$ cat config.mk
export PLATFORM = sky130hd
export DESIGN_NAME = instr_fetch_unit
export DESIGN_NICKNAME = d
export VERILOG_FILES = /design/src/rtl/instr_fetch_unit.sv
export SDC_FILE = /design/constraint.sdc
export NUM_CORES = 1
export LEC_CHECK = 0
export BUFFER_PORTS_ARGS = -buffer_cell sky130_fd_sc_hd__clkbuf_2
export CAP_MARGIN = 5
export CORE_MARGIN = 5
export CORE_UTILIZATION = 55
export DETAILED_ROUTE_END_ITERATION = 8
export PLACE_DENSITY = 0.86
export SYNTH_ARGS = -nofsm -noshare
export SYNTH_HDL_FRONTEND = slang
export SYNTH_SLANG_ARGS = --single-unit
$ cat constraint.sdc
create_clock -name clk -period 4.8 [get_ports clk]
set_input_delay 1.44 -clock clk [delete_from_list [all_inputs] [get_ports clk]]
set_output_delay 1.44 -clock clk [all_outputs]
set_load 0.1 [all_outputs]
$ cat src/rtl/instr_fetch_unit.sv
// Fetch stage plus IF/ID pipeline register: holds the PC, drives instruction memory,
// and applies decode stalls and execute redirects ahead of the decode stage.
module instr_fetch_unit #(
    parameter logic [31:0] RESET_PC = 32'h0000_0000,
    parameter logic [31:0] NOP_INSN = 32'h0000_0013
) (
    input  logic        clk,
    input  logic        rst,
    output logic [31:0] imem_addr,
    input  logic [31:0] imem_instr,
    input  logic        id_ready,
    input  logic        redirect_valid,
    input  logic [31:0] redirect_pc,
    output logic        id_valid,
    output logic [31:0] id_instr,
    output logic [31:0] id_pc,
    output logic [31:0] id_pc_plus4,
    output logic        fetch_fault,
    output logic [31:0] fetch_count
);

    localparam int unsigned XLEN = 32;

    typedef enum logic [1:0] {
        BOOT  = 2'd0,
        RUN   = 2'd1,
        FAULT = 2'd2
    } state_t;

    state_t            state, state_n;
    logic [XLEN-1:0]   pc, pc_n;
    logic              id_valid_n;
    logic [XLEN-1:0]   id_instr_n, id_pc_n, id_pc_plus4_n, fetch_count_n;
    logic              fetch_fault_n;
    logic [XLEN-1:0]   pc_plus4;

    assign imem_addr = pc;
    assign pc_plus4  = XLEN'(pc + XLEN'(4));

    // Next-state and next-register values; redirect beats stall beats advance.
    always_comb begin
        state_n        = state;
        pc_n           = pc;
        id_valid_n     = id_valid;
        id_instr_n     = id_instr;
        id_pc_n        = id_pc;
        id_pc_plus4_n  = id_pc_plus4;
        fetch_fault_n  = fetch_fault;
        fetch_count_n  = fetch_count;
        case (state)
            BOOT: begin
                state_n = RUN;
            end
            RUN: begin
                if (redirect_valid) begin
                    id_valid_n = 1'b0;
                    id_instr_n = NOP_INSN;
                    if (redirect_pc[1:0] == 2'b00) begin
                        pc_n = redirect_pc;
                    end else begin
                        state_n       = FAULT;
                        fetch_fault_n = 1'b1;
                    end
                end else if (!(id_valid && !id_ready)) begin
                    id_instr_n    = imem_instr;
                    id_pc_n       = pc;
                    id_pc_plus4_n = pc_plus4;
                    id_valid_n    = 1'b1;
                    pc_n          = pc_plus4;
                    fetch_count_n = XLEN'(fetch_count + XLEN'(1));
                end
            end
            FAULT: begin
                id_valid_n = 1'b0;
            end
            default: begin
                state_n = BOOT;
            end
        endcase
    end

    // State and pipeline registers with synchronous reset.
    always_ff @(posedge clk) begin
        if (rst) begin
            state       <= BOOT;
            pc          <= RESET_PC;
            id_valid    <= 1'b0;
            id_instr    <= NOP_INSN;
            id_pc       <= '0;
            id_pc_plus4 <= '0;
            fetch_fault <= 1'b0;
            fetch_count <= '0;
        end else begin
            state       <= state_n;
            pc          <= pc_n;
            id_valid    <= id_valid_n;
            id_instr    <= id_instr_n;
            id_pc       <= id_pc_n;
            id_pc_plus4 <= id_pc_plus4_n;
            fetch_fault <= fetch_fault_n;
            fetch_count <= fetch_count_n;
        end
    end

endmodule

==> flow_metrics.tcl, run 1 <==
set metrics [dict create \
    outcome "completed" \
    grt_first_pass_wirelength_um 32600 \
    drv_cap 0 \
    ant_nets 0 \
    synth_top_cell_area_share 0.457 \
    crit_type "primary input to flop" \
    hpwlAfterDp_um 14400 \
    syn_to_final_growth_pct 24.5 \
    ys_seq_area_frac 0.457 \
    cts_setup_buffers 0 \
    total_power_mw 3.57 \
    grt_max_degree 92 \
    p_seq_frac 0.410 \
    core_um2 12600 \
    clock_latency_ns 0.43 \
    htree_levels 4 \
    gr-usage-all-layers 0.271 \
    yosysUniqueCellTypes 50 \
    dr_total_vias 7016 \
    synth_nets 930 \
    final.min_clock_period_ns 3.12 \
    clock_path_buffers 2 \
    grt_pass1_vias 6425 \
    crit_fanout 28 \
    hold_viol_final 0 \
    syn_inst 860 \
    cts_sinks 162 \
    root_buffer "clkbuf_16" \
    detailedRoute.firstPassIterationCount 5 \
    rsz0062_at_grt "false" \
    worst_pin_slew_ns 1.03 \
    drtIter0Drc 627 \
    hold_buffers 0 \
    crit_required_ns 5.11 \
    synth-edff-count 0 \
    synthTopCellsByArea "dfxtp_1 46%, nand2_1 6.0%, nor2_1 5.9%, xor2_1 4.4%, a22oi_1 4.3%" \
    avgRoutedWirePerCell_um 17.1 \
    ys_ff_latch 162 \
    start_util 0.563 \
    tns_ns 0 \
    critPathArrivalTime_ns 3.42 \
    ctsResizeCount 0 \
    hp-class "flop to flop" \
    fp.dieW_um 124 \
    p_int_mw 2.43 \
    yosys.area.top_type "dfxtp_1" \
    final_nets 1109 \
    cts_tree "yes" \
    ys_warn_count 0 \
    diodes 0 \
    rows 41 \
    switching_power_mw 1.14 \
    report.final.slew_viol_count 0 \
    drt-total-wl_um 20800 \
    power_density_nw_per_um2 403 \
    num_io_pins 230 \
    drcViolationCount 0 \
    switching_share 0.320 \
    r2r_setup_slack_ns 2.32 \
    leakagePower_nw 3.67 \
    synth_flop_cell "dfxtp_1" \
    ir_drop_mv 0.214 \
    min_period_over_period 0.649 \
    drive_gt1_frac 0.265 \
    syn_area_um2 7100 \
    n_fill_cell 1029 \
    grt_antenna_before_repair 0 \
    cp-start-kind "primary input" \
    numPortBuffers 229 \
    relSlewSlack 0.316 \
    max_freq_mhz 321 \
    async_flop_share 0 \
    clockPowerShare 0.396 \
    gp_congestion 0.858 \
    fp.dieH_um 124 \
    skew_ns 0.00741 \
    dieArea_um2 15300 \
    combPwrFrac 0.194 \
    via_per_inst 5.75 \
    gr-total-overflow 0 \
    cts_buffers 17 \
    path_clk_slew_ns 0.06 \
    worstSetupEndpointType "flop" \
    avgSynthCellArea_um2 8.26 \
    finalSetupViolations 0 \
]
[power groups by stage]
stage               combinational [mW]  sequential (mW)  clock, mW
finish                           0.694             1.46       1.41
global route                     0.727             1.47       1.49
CTS                              0.694             1.46       1.43
detailed placement               0.692             1.49          0
global placement                 0.686             1.49          0
floorplan                        0.195             1.85          0
[worst max-delay path: stages]
cell and delay, ns:
clkbuf_2 0.09, nor2b_1 0.39, a211o_1 0.85, o21ai_0 0.31
a21o_1 0.25, o311ai_0 0.09
[synthesized netlist by cell type, drive strengths merged, types with 3 or more instances]
cell / instances
and2: 6
nand2: 114
nor4: 8
inv: 5
nand2b: 5
clkbuf: 56
a22oi: 41
o31ai: 5
nor3: 14
nor2: 111
or3: 16
nand3: 40
a22o: 4
nand4: 26
o22ai: 6
buf: 23
a31oi: 5
a21oi: 61
dfxtp: 162
a211oi: 28
xnor2: 12
o311ai: 3
a32o: 3
o21ai: 21
mux2i: 6
and4: 7
xor2: 36
a21o: 3
and3: 17
[area by class of cell]
type                            count  area [µm²]  share of cell area
Clock buffer                       22         474              0.0536
Clock inverter                      6         130              0.0147
Inverter                            6        22.5             0.00255
Multi-Input combinational cell    613        3520               0.398
Sequential cell                   162        3240               0.367
Tap cell                          172         215              0.0243
Timing Repair Buffer              239        1240               0.140
[stage by stage]
step	std cells	area, µm²	hold WS, ns	util	setup slack (ns)
3_3_place_gp	1192	8240	0.442	0.653	1.49
5_1_grt	1220	8850	0.476	0.701	1.67
2_1_floorplan	860	7100	0.431	-	1.98
4_1_cts	1220	8850	0.455	0.701	1.79
6_report	1220	8850	0.456	0.701	1.68
3_5_place_dp	1192	8240	0.447	0.653	1.46
[layer usage]
metal | vias to the layer above | share of wire | track usage
met2 | 332 | 0.47 | 0.433
met5 | - | 0 | 0
met4 | 0 | 0.021 | 0.0907
li1 | 3379 | - | -
met3 | 41 | 0.10 | 0.0922
met1 | 3264 | 0.41 | 0.343
[layout by cell type, fill, tap and decap left out, types with 12 or more instances in the layout]
cell       synthesis  layout
a211oi_1          28      27
a21oi_1           61      61
a22oi_1           41      41
and3_1            17      17
clkbuf_16          0      17
clkbuf_2           1     228
dfxtp_1          162     162
nand2_1          114     114
nand3_1           40      39
nand4_1           23      23
nor2_1           111     111
o21ai_0           21      20
or3_1             16      16
xnor2_1           12      12
xor2_1            36      36
[path summary, 6_finish.rpt]
path | startpoint | to | depth (start not counted)
max | id_ready | imem_addr[31] | 6
min | id_pc[4] | id_pc[4] | 2
max reg2reg | state[0] | imem_addr[23] | 5
min reg2reg | id_pc[4] | id_pc[4] | 2
[cell families after synthesis]
kind of cell	after synthesis	share of synthesized area
simple gates	369	0.250
compound gates	188	0.171
flops	162	0.457
buf+inv	85	0.0506
xor+xnor	48	0.0592
mux	6	0.00846
fa+ha+maj	2	0.00352
[flip-flops by register name (all words and copies together), names as in the netlist]
name	flops
imem_addr	32
id_instr	32
id_valid	1
fetch_count	32
fetch_fault	1
state	2
id_pc	32
id_pc_plus4	30
No activity file was read; power rests on OpenSTA's default activity.
==> run 2: changes to the inputs <==
- CORE_UTILIZATION: 55 -> 46
- PLACE_DENSITY: 0.86 -> 0.76
- clock period: 4.8 -> 2.64 ns (I/O delays scaled with it)
==> flow_metrics.tcl, run 2 (synthesis results as in run 1) <==
set metrics [dict create \
    drt-total-wl_um 21300 \
    crit_required_ns 1.85 \
    place_area_um2 8480 \
    ant_nets 0 \
    final_cell_mix "228 x clkbuf_2, 154 x dfxtp_1, 114 x nand2_1, 111 x nor2_1, 61 x a21oi_1" \
    stdcell_area_um2 9090 \
    htree_levels 4 \
    leakagePower_nw 3.80 \
    drtIter0Drc 633 \
    crit_chain "clkbuf_2" \
    final_nets 1133 \
    rows 45 \
    relSlewSlack 0.522 \
    total_power_mw 6.52 \
    drv_cap 0 \
    grt_pass1_vias 6421 \
    drive_gt1_frac 0.290 \
    clock_path_buffers 2 \
    cts_buffers 17 \
    max_freq_mhz 433 \
    critPathArrivalTime_ns 1.52 \
    hold_viol_final 0 \
    via_per_inst 5.56 \
    power_density_nw_per_um2 718 \
    skew_ns 0.0119 \
    gr-total-overflow 0 \
    grt_first_pass_wirelength_um 33400 \
    hp-class "flop to flop" \
    ctsResizeCount 0 \
    grt_max_degree 52 \
    dp.cells 1232 \
    grt_antenna_before_repair 0 \
    fp.dieH_um 134 \
    hold_buffers 0 \
    ir_drop_mv 0.431 \
    tns_ns 0 \
    crit_type "flop to output port" \
    avgRoutedWirePerCell_um 16.9 \
    fp.dieW_um 134 \
    hpwlAfterDp_um 15600 \
    root_buffer "clkbuf_16" \
    clock_latency_ns 0.42 \
    cp_slowest_cell "dfxtp_1" \
    report.final.slew_viol_count 0 \
    dr_total_vias 7012 \
    crit_family "flip-flops" \
    numPortBuffers 229 \
    cts_sinks 162 \
    min_period_over_period 0.875 \
    drcViolationCount 0 \
    final_common_cell "clkbuf_2" \
    gr-usage-all-layers 0.228 \
    cts_tree "yes" \
    final.min_clock_period_ns 2.31 \
    cp-start-kind "flop" \
    cp_num_buf_inv 1 \
    core_um2 15200 \
    syn_to_final_growth_pct 28.0 \
    dieArea_um2 18000 \
    path_clk_slew_ns 0.06 \
    finalSetupViolations 0 \
    cts_setup_buffers 0 \
    outcome "completed" \
    crit_fanout 8 \
    worst_pin_slew_ns 0.711 \
    stdcell_count 1261 \
    num_io_pins 230 \
    detailedRoute.firstPassIterationCount 6 \
    start_util 0.467 \
    worstSetupEndpointType "output port" \
    rsz0062_at_grt "false" \
    slowest_delay_ns 0.56 \
    gp_congestion 0.860 \
    diodes 0 \
]
## run 2: cell count changes in the layout (fill, tap and decap cells not counted)
cell,before,now
clkinvlp_4,0,3
clkinv_4,0,1
buf_4,10,31
clkbuf_8,3,1
buf_12,1,4
dfxtp_2,0,8
clkbuf_1,2,1
dfxtp_1,162,154
nor3_1,11,12
nor3_2,3,2
## run 2: final timing paths
| path | start | end | slack [ns] | depth (start not counted) |
|---|---|---|---|---|
| setup / recovery | imem_addr[17] | imem_addr[17] | 0.33 | 1 |
| hold / removal | id_pc[20] | id_pc[20] | 0.45 | 2 |
| setup reg to reg | imem_addr[5] | imem_addr[25] | 0.42 | 5 |
| hold reg to reg | id_pc[20] | id_pc[20] | 0.45 | 2 |
## run 2: power by group
group | switching (mW) | internal (mW)
logic | 1.05 | 0.270
registers | 0.0962 | 2.55
clock network | 0.970 | 1.59
total | 2.12 | 4.41
## run 2: routing by layer
layer	track usage	part of all wire	vias to the layer above
met5	0	0	-
met4	0.0747	0.023	0
met3	0.0604	0.071	33
met2	0.363	0.47	279
met1	0.303	0.44	3266
li1	-	-	3434
## run 2: cell type report
| class | instances | area, µm² |
|---|---|---|
| well taps | 188 | 235 |
| fillers | 1401 | 6110 |
| inverters | 6 | 22.5 |
| flip-flops and latches | 162 | 3250 |
| repair buffers | 263 | 1450 |
| clock buffers | 19 | 443 |
| clock inverters | 10 | 161 |
| multi-input cells | 613 | 3520 |
## run 2: worst reg2reg max path, cell delays in order (launching register included)
cell and delay (ns):
dfxtp_2 0.47, nand4_4 0.27, nor4_4 0.54, nand4_1 0.29
or3_1 0.39, a31oi_1 0.17
## run 2: stage by stage
step                       util  hold WS [ns]  setup slack [ns]
after global placement    0.558         0.442             0.316
after floorplan               -         0.431            0.0500
after global routing      0.598         0.468             0.294
after detailed placement  0.558         0.447             0.293
final                     0.598         0.453             0.329
after CTS                 0.598         0.455             0.328
==> run 3: changes to the inputs <==
- CORE_ASPECT_RATIO: not set -> 1.4
==> flow_metrics.tcl, run 3 (synthesis results as in run 1) <==
set metrics [dict create \
    fin_util 0.602 \
    final_common_cell "clkbuf_2" \
    crit_fanout 11 \
    fp.dieH_um 157 \
    via_per_inst 5.48 \
    ant_nets 0 \
    grt_max_degree 81 \
    outcome "completed" \
    n_fill_cell 1407 \
    cp-start-kind "flop" \
    crit_required_ns 1.85 \
    numPortBuffers 229 \
    crit_type "flop to output port" \
    hold_viol_final 0 \
    start_util 0.470 \
    rsz0062_at_grt "false" \
    power_density_nw_per_um2 708 \
    path_clk_slew_ns 0.06 \
    final.min_clock_period_ns 2.32 \
    drv_cap 0 \
    detailedRoute.firstPassIterationCount 5 \
    gr-total-overflow 0 \
    hold_buffers 0 \
    rows 53 \
    relSlewSlack 0.574 \
    skew_ns 0.0110 \
    syn_to_final_growth_pct 28.1 \
    crit_chain "clkbuf_2" \
    drcViolationCount 0 \
    clock_latency_ns 0.43 \
    htree_levels 4 \
    grt_antenna_before_repair 0 \
    diodes 0 \
    grt_pass1_vias 6688 \
    cts_sinks 162 \
    gp_congestion 0.863 \
    drive_gt1_frac 0.294 \
    cts_setup_buffers 0 \
    worstSetupEndpointType "output port" \
    max_freq_mhz 432 \
    dieArea_um2 18100 \
    final_nets 1135 \
    drtIter0Drc 438 \
    dr_total_vias 6965 \
    cp_slowest_cell "dfxtp_1" \
    avgRoutedWirePerCell_um 16.6 \
    cts_buffers 17 \
    ctsResizeCount 0 \
    leakagePower_nw 3.81 \
    cts_tree "yes" \
    tns_ns 0 \
    total_power_mw 6.44 \
    cp_num_buf_inv 1 \
    critPathArrivalTime_ns 1.52 \
    r2r_setup_slack_ns 0.49 \
    worst_pin_slew_ns 0.634 \
    finalSetupViolations 0 \
    core_um2 15100 \
    crit_family "flip-flops" \
    drt-total-wl_um 21000 \
    hpwlAfterDp_um 15400 \
    final_cell_mix "228 x clkbuf_2, 154 x dfxtp_1, 114 x nand2_1, 111 x nor2_1, 61 x a21oi_1" \
    num_io_pins 230 \
    root_buffer "clkbuf_16" \
    dp.cells 1238 \
    ir_drop_mv 0.424 \
    grt_first_pass_wirelength_um 33500 \
    hp-class "flop to flop" \
    min_period_over_period 0.877 \
    report.final.slew_viol_count 0 \
    stdcell_count 1270 \
    clock_path_buffers 2 \
    fp.dieW_um 115 \
    slowest_delay_ns 0.55 \
    gr-usage-all-layers 0.231 \
]
[run 3: cell count changes in the layout (fill, tap and decap cells not counted), sizes merged]
cell      before  now
inv            5    6
clkinvlp       3    2
clkbuf       247  249
clkinv         4    7
bufinv         4    2
buf           35   37
[run 3: cell type report]
type                       count  area [µm²]  share of cell area
tap                          192         240              0.0264
timing repair buffer         265        1460               0.160
sequential                   162        3250               0.358
multi-input combinational    613        3520               0.387
clock buffer                  21         470              0.0517
inverter                       6        22.5             0.00248
clock inverter                11         129              0.0142
[run 3: where the power goes]
part	internal [mW]	leakage (nW)	switching, mW
sequential	2.55	1.32	0.0921
combinational	0.266	2.20	1.05
clock	1.47	0.290	1.01
[run 3: path summary, 6_finish.rpt]
| path | from | to | depth (start not counted) |
|---|---|---|---|
| min | id_pc[12] | id_pc[12] | 2 |
| max | imem_addr[4] | imem_addr[4] | 1 |
| min reg2reg | id_pc[12] | id_pc[12] | 2 |
| max reg2reg | imem_addr[5] | imem_addr[21] | 5 |
[run 3: worst min-delay path, stage by stage, from the launching register on]
cell     delay (ns)
dfxtp_1        0.31
nand2_1        0.05
a21oi_1        0.05
[run 3: routing by layer]
layer  global-route usage  share of wire  vias up
met5                    0              0        -
li1                     -              -     3437
met4               0.0917          0.024        0
met3               0.0612          0.070       36
met2                0.403           0.51      245
met1                0.268           0.40     3247
[run 3: per-stage QoR]
step | instance area [µm²] | hold WS (ns) | worst slack, ns
2_1_floorplan | 7110 | 0.431 | 0.0500
3_3_place_gp | 8500 | 0.442 | 0.292
3_5_place_dp | 8500 | 0.447 | 0.216
4_1_cts | 9100 | 0.456 | 0.306
5_1_grt | 9100 | 0.470 | 0.234
6_report | 9100 | 0.452 | 0.324
